**src/rtl/mpsoc_msi_wb_initiator.sv**
```systemverilog
// Wishbone classic initiator: valid/ready command stream in, single bus cycles out, response stream back.
// Optional bus-error termination is enabled with `define MPSOC_MSI_WB_INITIATOR_ERR_EN.
module mpsoc_msi_wb_initiator #(
   parameter int unsigned AW      = 32,
   parameter int unsigned TIMEOUT = 255
) (
   input  logic          wbm_clk,
   input  logic          wbm_rst_n,
   input  logic          cmd_valid,
   output logic          cmd_ready,
   input  logic [AW-1:0] cmd_adr,
   input  logic [31:0]   cmd_dat,
   input  logic [3:0]    cmd_sel,
   input  logic          cmd_we,
   output logic          rsp_valid,
   input  logic          rsp_ready,
   output logic [31:0]   rsp_dat,
   output logic          rsp_err,
   output logic          rsp_tmo,
   output logic [AW-1:0] wbm_adr_o,
   output logic [31:0]   wbm_dat_o,
   output logic [3:0]    wbm_sel_o,
   output logic          wbm_we_o,
   output logic          wbm_cyc_o,
   output logic          wbm_stb_o,
   input  logic [31:0]   wbm_dat_i,
`ifdef MPSOC_MSI_WB_INITIATOR_ERR_EN
   input  logic          wbm_err_i,
`endif
   input  logic          wbm_ack_i
);

   localparam int unsigned TW = (TIMEOUT == 0) ? 1 : $clog2(TIMEOUT + 1);
   localparam logic [TW-1:0] TMO_LAST = (TIMEOUT == 0) ? '0 : TW'(TIMEOUT - 1);

   typedef enum logic [1:0] {IDLE, BUS, RSP} state_t;

   state_t          state_q, state_d;
   logic            cmd_ready_q, cmd_ready_d;
   logic            rsp_valid_q, rsp_valid_d;
   logic [31:0]     rsp_dat_q, rsp_dat_d;
   logic            rsp_err_q, rsp_err_d;
   logic            rsp_tmo_q, rsp_tmo_d;
   logic [AW-1:0]   adr_q, adr_d;
   logic [31:0]     dat_q, dat_d;
   logic [3:0]      sel_q, sel_d;
   logic            we_q, we_d;
   logic            cyc_q, cyc_d;
   logic [TW-1:0]   timer_q, timer_d;
   logic            err_c;
   logic            tmo_hit_c;

`ifdef MPSOC_MSI_WB_INITIATOR_ERR_EN
   assign err_c = wbm_err_i;
`else
   assign err_c = 1'b0;
`endif

   assign tmo_hit_c = (TIMEOUT != 0) && (timer_q == TMO_LAST);

   // Next-state and registered-output logic; termination priority is ack > err > timeout.
   always_comb begin
      state_d     = state_q;
      cmd_ready_d = cmd_ready_q;
      rsp_valid_d = rsp_valid_q;
      rsp_dat_d   = rsp_dat_q;
      rsp_err_d   = rsp_err_q;
      rsp_tmo_d   = rsp_tmo_q;
      adr_d       = adr_q;
      dat_d       = dat_q;
      sel_d       = sel_q;
      we_d        = we_q;
      cyc_d       = cyc_q;
      timer_d     = timer_q;
      case (state_q)
         IDLE: begin
            cmd_ready_d = 1'b1;
            if (cmd_valid && cmd_ready_q) begin
               adr_d       = cmd_adr;
               dat_d       = cmd_dat;
               sel_d       = cmd_sel;
               we_d        = cmd_we;
               cyc_d       = 1'b1;
               timer_d     = '0;
               cmd_ready_d = 1'b0;
               state_d     = BUS;
            end
         end
         BUS: begin
            if (wbm_ack_i) begin
               rsp_dat_d   = we_q ? 32'd0 : wbm_dat_i;
               rsp_err_d   = 1'b0;
               rsp_tmo_d   = 1'b0;
               cyc_d       = 1'b0;
               rsp_valid_d = 1'b1;
               state_d     = RSP;
            end else if (err_c) begin
               rsp_dat_d   = 32'd0;
               rsp_err_d   = 1'b1;
               rsp_tmo_d   = 1'b0;
               cyc_d       = 1'b0;
               rsp_valid_d = 1'b1;
               state_d     = RSP;
            end else if (tmo_hit_c) begin
               rsp_dat_d   = 32'd0;
               rsp_err_d   = 1'b0;
               rsp_tmo_d   = 1'b1;
               cyc_d       = 1'b0;
               rsp_valid_d = 1'b1;
               state_d     = RSP;
            end else if (TIMEOUT != 0) begin
               timer_d = timer_q + TW'(1);
            end
         end
         RSP: begin
            if (rsp_ready) begin
               rsp_valid_d = 1'b0;
               cmd_ready_d = 1'b1;
               state_d     = IDLE;
            end
         end
         default: state_d = IDLE;
      endcase
   end

   always_ff @(posedge wbm_clk) begin
      if (!wbm_rst_n) begin
         state_q     <= IDLE;
         cmd_ready_q <= 1'b0;
         rsp_valid_q <= 1'b0;
         rsp_dat_q   <= '0;
         rsp_err_q   <= 1'b0;
         rsp_tmo_q   <= 1'b0;
         adr_q       <= '0;
         dat_q       <= '0;
         sel_q       <= '0;
         we_q        <= 1'b0;
         cyc_q       <= 1'b0;
         timer_q     <= '0;
      end else begin
         state_q     <= state_d;
         cmd_ready_q <= cmd_ready_d;
         rsp_valid_q <= rsp_valid_d;
         rsp_dat_q   <= rsp_dat_d;
         rsp_err_q   <= rsp_err_d;
         rsp_tmo_q   <= rsp_tmo_d;
         adr_q       <= adr_d;
         dat_q       <= dat_d;
         sel_q       <= sel_d;
         we_q        <= we_d;
         cyc_q       <= cyc_d;
         timer_q     <= timer_d;
      end
   end

   assign cmd_ready = cmd_ready_q;
   assign rsp_valid = rsp_valid_q;
   assign rsp_dat   = rsp_dat_q;
   assign rsp_err   = rsp_err_q;
   assign rsp_tmo   = rsp_tmo_q;
   assign wbm_adr_o = adr_q;
   assign wbm_dat_o = dat_q;
   assign wbm_sel_o = sel_q;
   assign wbm_we_o  = we_q;
   assign wbm_cyc_o = cyc_q;
   assign wbm_stb_o = cyc_q;

endmodule
```
**config.mk**
```make
export PLATFORM = sky130hd
export DESIGN_NAME = mpsoc_msi_wb_initiator
export DESIGN_NICKNAME = d
export VERILOG_FILES = /design/src/rtl/mpsoc_msi_wb_initiator.sv
export SDC_FILE = /design/constraint.sdc
export NUM_CORES = 1
export LEC_CHECK = 0
export BUFFER_PORTS_ARGS = -buffer_cell sky130_fd_sc_hd__buf_2
export CORE_MARGIN = 5
export CORE_UTILIZATION = 45
export CTS_CLUSTER_SIZE = 8
export DETAILED_ROUTE_END_ITERATION = 10
export PLACE_DENSITY = 0.79
export SLEW_MARGIN = 20
export SYNTH_ARGS = -nofsm -noshare
export SYNTH_HDL_FRONTEND = slang
export SYNTH_SLANG_ARGS = --single-unit
```
**constraint.sdc**
```tcl
create_clock -name wbm_clk -period 1.71 [get_ports wbm_clk]
set_input_delay 0.2565 -clock wbm_clk [delete_from_list [all_inputs] [get_ports wbm_clk]]
set_output_delay 0.2565 -clock wbm_clk [all_outputs]
set_load 0.02 [all_outputs]
```
After elaboration in Yosys (flattened, before gate mapping) --
Index checks and enable logic that the tools add are counted.
Storage, ports and cells: flip-flop bits (word level) 116, bits of input ports 106, output and inout bits 107, word-level logic and storage cells 58
Cells by class: add/sub/neg operators 1, eq/ne operators 8, mux-type cells 24, reductions and logical operators 13
Operators by type and width (number):
- $mux 32 | 3
- $mux 8 | 3
- $pmux 8 s2 | 1
- $mux 1 | 9
- $reduce_and 3->1 | 3
- $add 8x1->8 const B | 1
- $eq 8x8->1 const B | 1
- $mux 2 | 4
- $ne 2x2->1 const B | 4
- $reduce_bool 2->1 | 4
- $pmux 1 s2 | 3
- $pmux 2 s3 | 1
- $reduce_and 2->1 | 3
- $reduce_and 4->1 | 1
- $ne 3x3->1 const B | 1
- $eq 2x1->1 const B | 1
- $eq 2x2->1 const B | 1
- $logic_not 2->1 | 1
- $logic_and 1x1->1 | 1

Longest topological paths before layout --
depth after elaboration 4, depth in mapped cells 7, mapped depth without buffers 6

Worst setup path after synthesis --
OpenSTA, ideal clock, no wires.
kind reg-to-reg, from register timer_q[0], to register rsp_dat_q[10], in the netlist rsp_dat[10], setup time 0.059 ns, data arrival time 1.456 ns, data required time 1.651 ns, slack 0.195 ns, stages on the path, launching flop included 8, path buffers 1, clock period less this slack 1.515 ns, path through dfxtp_1 > inv_1 > ha_1 > nand4_1 > o21bai_1 > a21boi_1 > buf_2 > a22o_1
Between the ends: longest elaborated chain between the ends 3
RTL lines:
- start: declaration | RTL line 49 | logic [TW-1:0] timer_q, timer_d;
- start signal: assignment | RTL line 152 | timer_q <= timer_d;
- $eq 8x8->1 | RTL line 59 | assign tmo_hit_c = (TIMEOUT != 0) && (timer_q == TMO_LAST);
- $reduce_bool 2->1 (no line)
- $reduce_and 2->1 (no line)
- end signal: assignment | RTL line 144 | rsp_dat_q <= rsp_dat_d;
- end: declaration | RTL line 41 | logic [31:0] rsp_dat_q, rsp_dat_d;
No other way between the ends. A chain may end at the register's enable or synchronous reset.

Worst setup path after layout --
from register timer_q[1], to register timer_q[3]
Between the ends: longest elaborated chain between the ends 4, elaborated cells on any way between the ends 7, those cells by class add/sub: 1; eq/ne: 2; mux: 3; reduce/logical: 1
RTL lines:
- $add 8x1->8 | RTL line 112 | timer_d = timer_q + TW'(1);
- $mux 8 | RTL line 104 | end else if (tmo_hit_c) begin
- $mux 8 | RTL line 90 | if (wbm_ack_i) begin
- $pmux 8 s2 | RTL line 75 | case (state_q)
Several ways; a longest one is shown, not always the timed one. The select of a mux whose other input is x is not followed.

==> summary.txt <==
Status
  – Outcome: finished, final reports clean

Drt
  – Final wirelength: 13700 µm
  – Total vias in the final route: 4441
  – Initial DRC Count: 220
  – DRT antenna net count: 0
  – DRC: 0
  – WL/cell: 15.5 µm
  – Vias per cell: 5.03
  – Drt first pass iters: 6

Worst setup path
  – Worst Path Arrival: 2010 ps
  – Crit. Startpoint: timer_q[1]
  – Crit-path max cell delay: 400 ps
  – Critical path peak fanout: 9
  – Worst EP required: 2090 ps
  – Worst-path cell chain: ha_1 > nand4_1 > o21ai_4 > nor3_1 > o31a_1
  – R2R depth: 5
  – Crit path kind: reg2reg
  – Slowest cell on crit path: dfxtp_1
  – FF-to-FF Start: timer_q[1]
  – R2r setup slk: 80 ps
  – Critical Path Start Type: register
  – Crit end category: register

Synth
  – Mapped Cells: 453
  – Syn nets: 561
  – Post-Syn Area: 4200 µm²
  – Seq/Total Area, Yosys: 54.8%
  – Syn. warnings: 0
  – Synth unique cells: 35
  – Syn Area/Cell: 9.27 µm²
  – Yosys reg bits: 115
  – Largest cells by area after synthesis: dfxtp_1, nand2_1, a21boi_0
  – Area leader, netlist: dfxtp_1
  – Post-synth top area share: 54.8%

Global route
  – First-pass GRT wire length: 22400 µm
  – Vias in the first global route: 4588
  – Initial antenna violation count: 0
  – GRT Total Usage: 24.4%
  – Largest net degree at the start of global routing: 44
  – Total gr overflow: 0

CTS
  – CTS tree: done
  – CTS buffer count: 17
  – CTS max path bufs: 2
  – Root Buffer: clkbuf_8
  – Clock sink count: 115
  – Worst-path clk slew: 50 ps
  – CTS HTree Levels: 4
  – Latest clock arrival within the worst-skew pair: 490 ps

STA
  – Worst clock skew: 6.61 ps
  – Fin crit period: 1630 ps
  – Final Max Tran Viols: 0
  – Hold Violations, Final: 0
  – Worst hold margin: 30.1 ps
  – Post-route worst setup slack: 81.7 ps
  – Highest clock rate: 614 MHz
  – Period utilization: 95.2%
  – Final number of setup-violating endpoints: 0

Layout
  – Post-route insts no fill: 883
  – ANT cells: 0
  – P&R area growth vs syn: 65.1%
  – Final #Nets: 868
  – Register Area: 2300 µm²
  – Fillers: 600
  – Post-layout util: 75.7%
  – Area of the multi-input gates: 1730 µm²
  – Fraction of layout cells with a size suffix above 1: 34.1%

Floorplanning
  – Die Height: 107 µm
  – Initial Utilization: 45.9%
  – Num rows: 35
  – Core Area: 9150 µm²
  – Die Wd: 107 µm
  – Die area: 11400 µm²
  – I/O pins: 213

Min path
  – Hold Path Class: in2reg
  – Hold Path Stages: 3
  – Hold_sp: cmd_dat[16]

Power
  – Total power: 0.00692 W
  – Switching power: 0.00173 W
  – Clk pwr share: 45.4%
  – Peak VDD IR: 639 µV
  – Sequential cell fraction of total power: 41.3%
  – Cell-internal power: 0.00519 W
  – Logic pwr share: 13.2%
  – Switching part of the total: 25.0%
  – Pleak: 3.23 nW
  – Pwr per Cell Area: 998 nW/µm²

Place
  – Placed Instances: 754
  – DP Worst Slack: -16.0 ps
  – HPWL Detailed: 7990 µm
  – Gp weighted congestion: 0.752
  – PortBufs: 211

Run
  – Maxcap violations: 0
==> critical path, delay by kind of cell (launching register included) <==
kind                       cells  cell delay (ps)
AOI/OAI and AO/OA              2              660
adders and majority gates      1              170
DFF                            1              400
and+or+nand+nor                2              280
==> layout by cell type (no fill, tap or decap), drive strengths merged, types with 3 or more instances in the layout <==
cell,instances
a21boi,71
a21oi,4
a22o,32
and3,5
buf,226
clkbuf,18
clkinv,8
clkinvlp,3
dfxtp,115
dlygate4sd3,96
inv,6
nand2,142
nand3,3
nand4,3
nor2,7
o21a,7
o21ai,3
==> cell type report <==
class	instances	area share, %
Clock inverter	13	1.63
Tap cell	111	2.00
Timing Repair Buffer	322	31.7
Multi-Input combinational cell	299	25.0
Sequential cell	115	33.2
Clock buffer	18	6.18
Inverter	5	0.271
==> sequential cells by signal (all words and copies together) (netlist names) <==
signal and count:
cmd_ready 1, rsp_dat 32, rsp_tmo 1, rsp_valid 1, state_q 2, timer_q 8, wbm_adr_o 32, wbm_cyc_o 1
wbm_dat_o 32, wbm_sel_o 4, wbm_we_o 1
==> routing by layer <==
metal	wire (µm)	share of wire, %	global-route usage (%)	vias to the layer above
li1	-	-	-	2142
met1	5240	38	25.7	2077
met2	6970	51	44.1	187
met3	1060	7.8	8.55	35
met4	398	2.9	9.68	0
met5	0	0	0	-
==> metrics by stage <==
step | TNS, ps | instance area [µm²]
after floorplan | 0 | 4200
after global placement | 0 | 5390
after detailed placement | -16.0 | 5390
after CTS | 0 | 6900
after global routing | -1.29 | 6930
final | 0 | 6930
==> synth_stat cells <==
cell,instances
a22o_1,32
clkbuf_1,16
or4_1,1
o21a_1,7
nand2_1,142
and2_1,1
nor2_1,7
o211a_1,2
buf_4,6
o21ai_2,1
buf_1,2
o211ai_1,1
o21bai_1,1
and4_1,1
a21boi_1,31
ha_1,2
o31a_1,2
nor3_1,2
inv_1,4
or3_1,2
a21oi_1,4
a221o_1,1
inv_2,1
xor2_1,1
nand4_1,3
conb_1,1
and3_1,5
nand3_1,3
nor3b_2,2
buf_2,10
a21boi_0,40
o21ai_0,2
dfxtp_1,115
and2b_1,1
o31ai_1,1
==> power by group through the flow <==
stage	combinational, W	clock, W	sequential [W]
floorplan	0.000265	0	0.00304
detailed placement	0.000718	0	0.00291
global placement	0.000705	0	0.00290
finish	0.000916	0.00314	0.00286
CTS	0.000890	0.00322	0.00285
global route	0.000993	0.00335	0.00287
==> logic make-up (layout without fill, tap and decap cells) <==
group	after synthesis	after routing	share of synthesized area, %
AO/OA/AOI/OAI	125	125	23.2
XOR/XNOR	1	1	0.209
adder cells (fa/ha/maj)	2	2	0.596
buffers and inverters	39	358	4.32
flip-flops	115	115	54.8
other	1	1	0.0893
AND/OR/NAND/NOR	170	170	16.7
==> repair_timing <==
| action | CTS | global route |
|---|---|---|
| setup buffers | 0 | 2 |
| endpoints found under the setup margin | 1 | 2 |
| pin swaps | 0 | 2 |
| hold endpoints to repair | 96 | 0 |
| gates resized for setup | 1 | 1 |
| gates cloned | 0 | 0 |
| hold buffers | 96 | 0 |
==> final timing paths <==
kind	endpoint
worst min register to register	wbm_dat_o[22]
worst min-delay path	wbm_dat_o[16]
worst max register to register	timer_q[3]
worst max-delay path	timer_q[3]
No activity file was read; power rests on OpenSTA's default activity.
